File: config.mk
export PLATFORM = sky130hd
export DESIGN_NAME = bus_watchdog
export DESIGN_NICKNAME = d
export VERILOG_FILES = /design/src/rtl/bus_watchdog_pkg.sv /design/src/rtl/bus_watchdog_sync_ff.sv /design/src/rtl/bus_watchdog.sv
export SDC_FILE = /design/constraint.sdc
export NUM_CORES = 1
export LEC_CHECK = 0
export BUFFER_PORTS_ARGS = -buffer_cell sky130_fd_sc_hd__clkbuf_2
export CORE_MARGIN = 2
export CORE_UTILIZATION = 35
export DETAILED_ROUTE_END_ITERATION = 12
export PLACE_DENSITY_LB_ADDON = 0.08
export SYNTH_ARGS = -nofsm -noshare
export SYNTH_HDL_FRONTEND = slang
export SYNTH_HIERARCHICAL = 1
export SYNTH_SLANG_ARGS = --single-unit
File: constraint.sdc
create_clock -name MCLK_IN -period 1.44 [get_ports MCLK_IN]
set_input_delay 0.144 -clock MCLK_IN [delete_from_list [all_inputs] [get_ports MCLK_IN]]
set_output_delay 0.144 -clock MCLK_IN [all_outputs]
set_load 0.03 [all_outputs]
File: src/rtl/bus_watchdog_pkg.sv
// Shared definitions for the bus watchdog: FSM state encoding, counter width
// and the saturation limit of the fault counter.
package bus_watchdog_pkg;

    typedef enum logic [1:0] {
        IDLE    = 2'd0,
        COUNT   = 2'd1,
        ERROR   = 2'd2,
        RELEASE = 2'd3
    } state_t;

    // Width of the cycle counter that tracks an outstanding bus cycle.
    localparam int unsigned CNT_W = 16;

    // Width and saturation value of the timeout counter.
    localparam int unsigned FAULT_COUNT_W   = 8;
    localparam int unsigned FAULT_COUNT_MAX = 255;

endpackage

File: src/rtl/bus_watchdog_sync_ff.sv
// Single-bit flop chain synchronizer with synchronous active-high reset.
module sync_ff #(
    parameter int unsigned DEPTH = 2
) (
    input  logic clk,
    input  logic rst,
    input  logic d,
    output logic q
);

    logic [DEPTH-1:0] stages;

    // Shift the asynchronous input through DEPTH flops; reset clears the chain.
    always_ff @(posedge clk) begin
        if (rst) begin
            stages <= '0;
        end else begin
            stages <= {stages[DEPTH-2:0], d};
        end
    end

    assign q = stages[DEPTH-1];

endmodule

File: src/rtl/bus_watchdog.sv
// Bus watchdog: times an outstanding CPU bus cycle (address strobe without
// DTACK) and raises BUS_ERROR after TIMEOUT_CYCLES. Optional fault log is
// enabled by defining BUS_WATCHDOG_FAULT_LOG_EN; without it the FAULT_*
// outputs are tied to zero and CLEAR_IN is ignored.
module bus_watchdog
    import bus_watchdog_pkg::*;
#(
    parameter int unsigned TIMEOUT_CYCLES = 256,
    parameter int unsigned SYNC_STAGES    = 2
) (
    input  logic        MCLK_IN,
    input  logic        RESET_IN,
    input  logic        AS_IN,
    input  logic        DTACK_IN,
    input  logic        STEPEN_IN,
    input  logic [23:0] ADDR_IN,
    input  logic        WR_IN,
    input  logic [2:0]  STATUS_CODE_IN,
    input  logic        CLEAR_IN,
    output logic        BUS_ERROR,
    output logic        FAULT_VALID,
    output logic [23:0] FAULT_ADDR,
    output logic        FAULT_WR,
    output logic [2:0]  FAULT_FC,
    output logic [7:0]  FAULT_COUNT
);

    localparam logic [CNT_W-1:0] TERM_CNT = CNT_W'(TIMEOUT_CYCLES - 1);

    state_t           state;
    logic [CNT_W-1:0] cnt;
    logic             as_s;
    logic             as_d;
    logic             as_rise;
    logic             err_entry;

    sync_ff #(
        .DEPTH(SYNC_STAGES)
    ) u_as_sync (
        .clk(MCLK_IN),
        .rst(RESET_IN),
        .d  (AS_IN),
        .q  (as_s)
    );

    // Rising edge of the synchronized strobe; as_d resets low so a strobe
    // already high at reset release still counts as a new edge.
    assign as_rise = as_s & ~as_d;

    // Terminal count reached this cycle with nothing aborting or freezing it.
    always_comb begin
        err_entry = 1'b0;
        if (state == COUNT && as_s && !DTACK_IN && !STEPEN_IN && cnt == TERM_CNT) begin
            err_entry = 1'b1;
        end
    end

    // Watchdog FSM with cycle counter and registered BUS_ERROR.
    always_ff @(posedge MCLK_IN) begin
        if (RESET_IN) begin
            state     <= IDLE;
            cnt       <= '0;
            as_d      <= 1'b0;
            BUS_ERROR <= 1'b0;
        end else begin
            as_d <= as_s;
            case (state)
                IDLE: begin
                    cnt <= '0;
                    if (as_rise) begin
                        state <= COUNT;
                    end
                end
                COUNT: begin
                    if (DTACK_IN || !as_s) begin
                        state <= IDLE;
                        cnt   <= '0;
                    end else if (err_entry) begin
                        state     <= ERROR;
                        cnt       <= '0;
                        BUS_ERROR <= 1'b1;
                    end else if (!STEPEN_IN) begin
                        cnt <= cnt + 1'b1;
                    end
                end
                ERROR: begin
                    if (!as_s) begin
                        state     <= RELEASE;
                        BUS_ERROR <= 1'b0;
                    end
                end
                RELEASE: begin
                    state <= IDLE;
                end
                default: begin
                    state     <= IDLE;
                    cnt       <= '0;
                    BUS_ERROR <= 1'b0;
                end
            endcase
        end
    end

`ifdef BUS_WATCHDOG_FAULT_LOG_EN
    // Fault log: first fault wins, saturating timeout count; a clear that
    // coincides with a new fault still records that fault with count 1.
    always_ff @(posedge MCLK_IN) begin
        if (RESET_IN) begin
            FAULT_VALID <= 1'b0;
            FAULT_ADDR  <= '0;
            FAULT_WR    <= 1'b0;
            FAULT_FC    <= '0;
            FAULT_COUNT <= '0;
        end else begin
            if (CLEAR_IN) begin
                FAULT_VALID <= 1'b0;
                FAULT_ADDR  <= '0;
                FAULT_WR    <= 1'b0;
                FAULT_FC    <= '0;
                FAULT_COUNT <= '0;
            end
            if (err_entry) begin
                if (!FAULT_VALID || CLEAR_IN) begin
                    FAULT_VALID <= 1'b1;
                    FAULT_ADDR  <= ADDR_IN;
                    FAULT_WR    <= WR_IN;
                    FAULT_FC    <= STATUS_CODE_IN;
                end
                if (CLEAR_IN) begin
                    FAULT_COUNT <= 8'd1;
                end else if (FAULT_COUNT != FAULT_COUNT_W'(FAULT_COUNT_MAX)) begin
                    FAULT_COUNT <= FAULT_COUNT + 1'b1;
                end
            end
        end
    end
`else
    logic unused_log_inputs;
    assign unused_log_inputs = ^{CLEAR_IN, ADDR_IN, WR_IN, STATUS_CODE_IN, err_entry};

    assign FAULT_VALID = 1'b0;
    assign FAULT_ADDR  = '0;
    assign FAULT_WR    = 1'b0;
    assign FAULT_FC    = '0;
    assign FAULT_COUNT = '0;
`endif

endmodule

======== Yosys cells after proc, flatten, opt, wreduce, memory -nomap -nowiden ========
Cells that the tools add are included.
storage, ports and cells
  logic and storage cells ................. 46
  register bits ........................... 22
  input port bits ......................... 34
  output and inout bits ................... 38
cells by class
  eq/ne operators ......................... 10
  reduce and logical (&&, ||, !) cells .... 14
  add/sub/neg operators ................... 1
  bitwise operators ....................... 2
  muxes and demuxes ....................... 14
operators with widths
  cell                                                                     number
  16-bit 2-to-1 mux                                                        3
  16-bit one-hot mux with 2 select lines                                   1
  16-bit by 1-bit adder with 16-bit output, second input constant          1
  16-bit by 8-bit equality test with 1-bit output, second input constant   1
  2-bit 2-to-1 mux                                                         4
  2-bit inequality test, second input constant                             4
  2-bit one-hot mux with 4 select lines                                    1
  2-bit equality test, second input constant                               2
  1-bit logical AND                                                        4
  1-bit 2-to-1 mux                                                         4
  4-bit by 3-bit inequality test with 1-bit output, second input constant  1
  4-bit AND reduction                                                      1
  2-bit nonzero test                                                       2
  1-bit zero test                                                          3
  3-bit by 2-bit inequality test with 1-bit output, second input constant  1
  3-bit AND reduction                                                      1
  2-bit by 1-bit equality test with 1-bit output, second input constant    1
  2-bit zero test                                                          1
  1-bit one-hot mux with 2 select lines                                    1
  2-bit AND reduction                                                      1
  1-bit bitwise AND                                                        1
  1-bit logical OR                                                         1
  1-bit inverter                                                           1

======== Longest topological paths before layout ========
  depth in word-level cells ............... 9
  mapped depth ............................ 8
  mapped depth without buffers ............ 5

======== Modules after synthesis ========
Netlist, hierarchy kept.
by module, submodules not included
  module        area an instance (µm²)  times used  cells each  sequential area each (µm²)
  bus_watchdog  1502.7                  1           182         400.4
  sync_ff       52.6                    1           4           40.0

======== Worst setup path after synthesis ========
Ideal clock, no wire load.
  path type ............................... register to register
  from .................................... register cnt[0]
  to ...................................... register cnt[11]
  setup slack ............................. -0.126 ns
  cell stages (with the launch flop) ...... 9
  setup time .............................. 0.142 ns
  data required time ...................... 1.298 ns
  data arrival time ....................... 1.425 ns
  clock period less this slack ............ 1.566 ns
  buffers on the path ..................... 3
  cells stage by stage .................... dfxtp_1 -> ha_1 -> and4_1 -> buf_4 -> nand4_2 -> buf_6 -> buf_6 -> nand4_1 -> o311ai_0
between the ends
  word-level cells in the longest chain between the ends .. 6
  elaborated cells on any way between the ends .. 10
  those cells by class .................... add/sub: 1; eq/ne: 2; mux: 5; reduce/logical: 2
RTL lines
  item                                                                                              line                RTL
  start: declaration                                                                                bus_watchdog.sv:31  logic [CNT_W-1:0] cnt;
  start signal: assignment                                                                          bus_watchdog.sv:83  cnt <= cnt + 1'b1;
  parallel branches: the longest is 6 deep, another holds 16-bit by 1-bit adder with 16-bit output  --
Parallel ways; which one is timed is not known. The select of a mux whose other input is x is not followed.
A chain may end at the register's enable or synchronous reset.

======== Final worst setup path ========
  from .................................... register cnt[0]
  to ...................................... register cnt[12]
The elaborated chain is that of the path after synthesis.

==> flow_metrics.env <==
export IMPL_ios=72
export IMPL_initial_core_util_pct=35.97
export IMPL_avgSynthCellArea_um2=8.362
export IMPL_r2r_setup_slack_ps=-20
export IMPL_min_delay_start="AS_IN"
export IMPL_clkLatencyLatePin_ps=270
export IMPL_whs_ps=76.67
export IMPL_path_cells="ha_4 > and4_4 > buf_4 > nand4_1 > a31oi_4 > o32ai_1"
export IMPL_die_y_um=70.66
export IMPL_hold_path_class="input pin to flop"
export IMPL_irDropWorstVdd_v=0.0003269
export IMPL_arrival_ps=1630
export IMPL_slowest_stage="dfxtp_4"
export IMPL_ant_nets=0
export IMPL_num_vias=1429
export IMPL_maxCapViolations=0
export IMPL_grt_pass1_vias=1391
export IMPL_yosysWarnings=6
export IMPL_path_clk_slew_ps=90
export IMPL_grt_ovfl_total=0
export IMPL_finalHoldViolations=0
export IMPL_drt_iter0_markers=51
export IMPL_fin_ws_ps=-23.36
export IMPL_grt_use_total_pct=16.60
export IMPL_timing_fmax_ghz=0.6834
export IMPL_drive_gt1_share_pct=39.56
export IMPL_power_density_mw_per_mm2=666.7
export IMPL_synth_edf_count=0
export IMPL_cts_made_buffers=3
export IMPL_finalCritPeriodShare_pct=101.6
export IMPL_path_max_fanout=5
export IMPL_r2r_start="cnt[0]"
export IMPL_synthesis_area_mm2=0.001555
export IMPL_die_w_um=70.66
export IMPL_fin_nets=261
export IMPL_rows=24
export IMPL_antenna_cells=0
export IMPL_cts_max_level=1
export IMPL_endpoint_kind="flop"
export IMPL_gp_congestion=0.8733
export IMPL_ctsLongestPathBuffers=2
export IMPL_finClkSkew_ps=2.054
export IMPL_leakagePower_uw=0.0007647
export IMPL_cp_start_kind="flop"
export IMPL_violations="setup timing"
export IMPL_synth_yosys_seq_area_share_pct=28.32
export IMPL_coreArea_mm2=0.004324
export IMPL_antenna_found_initial=0
export IMPL_synth_distinct_cells=44
export IMPL_crit_buf_inv=1
export IMPL_final_common_cell="conb_1"
export IMPL_critical_path_max_stage_delay_ps=390
export IMPL_portBuffers=5
export IMPL_cp_top_family="flip-flops"
export IMPL_routed_wirelength_mm=4.090
export IMPL_hpwlAfterDp_mm=3.049
export IMPL_cts_root_buf="clkbuf_8"
export IMPL_hold_buffers=0
export IMPL_ys_flop_type="dfxtp_1"
export IMPL_async_flop_share_pct=0
export IMPL_grt_max_degree=18
export IMPL_die_area_mm2=0.004993
export IMPL_slew_viol_final=0
export IMPL_clock_sinks=22
export IMPL_setup_viol=4
export IMPL_routedWlPerCell_um=14.77
export IMPL_area_growth_pct=27.59
export IMPL_final_cell_mix="37 x conb_1, 35 x buf_4, 12 x nand2_1, 12 x nand4_1, 12 x dfxtp_2"
export IMPL_cts_tree="done"
export IMPL_status="complete, but fails checks"
export IMPL_rsz0062_at_grt="true"
export IMPL_ys_ff_latch=22
export IMPL_via_per_inst=5.159
export IMPL_fill_cells=427
export IMPL_drc=0
export IMPL_tns_ps=-57.67
export IMPL_grt_pass1_wl_mm=6.555
export IMPL_critPathRequiredTime_ps=1600
export IMPL_firstDrtPassIters=4
export IMPL_worstSetupStartpoint="cnt[0]"
export IMPL_path_class="flop to flop"
export IMPL_synthCells=186
export IMPL_min_period_ps=1463
flip-flops by register name (all words and copies together) (netlist names), named ones only:
name	count
as_d	1
BUS_ERROR	1
u_as_sync/stages	2
state	1
cnt	16
through the flow:
step                      power, µW  utilization [%]  instances  setup slack [ps]  cell area (µm²)
after floorplan               846.6                -        222            -5.723             1747
after global placement        796.1            40.57        268            -128.7             1754
after detailed placement      797.3            40.57        268            -165.1             1754
after CTS                      1331            44.44        276            -23.86             1922
after global routing           1375            45.89        277            -102.0             1984
final                          1323            45.89        277            -23.36             1984
layer usage:
layer / up-vias / GRT usage (%) / wire, µm / share of wire [%]
li1: 694 / - / - / -
met1: 699 / 20.03 / 1691 / 41
met2: 34 / 29.66 / 2180 / 53
met3: 2 / 3.276 / 201 / 4.9
met4: 0 / 5.241 / 17 / 0.42
met5: - / 0 / 0 / 0
Yosys cell counts (4+ instances only):
| library cell | count | share of area, % |
|---|---|---|
| buf_4 | 38 | 18 |
| dfxtp_1 | 22 | 28 |
| nand2_1 | 15 | 3.6 |
| nand4_1 | 12 | 4.8 |
| nand3_1 | 11 | 3.5 |
| nor2b_1 | 9 | 3.6 |
| a21oi_1 | 7 | 2.3 |
| inv_1 | 5 | 1.2 |
| nand3b_1 | 5 | 2.4 |
| a31oi_1 | 4 | 1.6 |
| clkbuf_1 | 4 | 0.97 |
| nor2_1 | 4 | 0.97 |
| o32ai_1 | 4 | 2.3 |
power by group:
part,total (µW),switching [µW],internal [µW]
Sequential,608,3.83,604
Clock,540,237,302
Combinational,175,155,20.2
logic make-up (layout without fill, tap and decap cells):
family / after synthesis / after routing / share of synthesized area, %
other cells: 1 / 37 / 0.2411
flops: 22 / 22 / 28.32
compound gates: 30 / 30 / 14.16
buf+inv: 51 / 54 / 22.93
fa+ha+maj: 1 / 1 / 0.8044
simple gates: 81 / 81 / 33.55
area by class of cell:
type | instances | area (µm²) | share of cell area, %
Clock buffer | 4 | 66.31 | 3.342
Sequential cell | 22 | 470.5 | 23.71
Tap cell | 52 | 65.06 | 3.279
Inverter | 6 | 22.52 | 1.135
Multi-Input combinational cell | 149 | 1027 | 51.77
Timing Repair Buffer | 44 | 332.8 | 16.77
path summary, 6_finish.rpt:
| check | endpoint | cells past startpoint |
|---|---|---|
| max reg2reg | cnt[12] | 6 |
| min | u_as_sync/stages[0] | 2 |
| min reg2reg | u_as_sync/stages[1] | 1 |
| max | cnt[12] | 6 |
what timing repair did:
item | CTS | global route
resized for setup | 24 | 8
pin swaps | 7 | 6
setup endpoints to repair | 18 | 17
setup buffers | 4 | 1
Power figures use the tool's default switching activity.
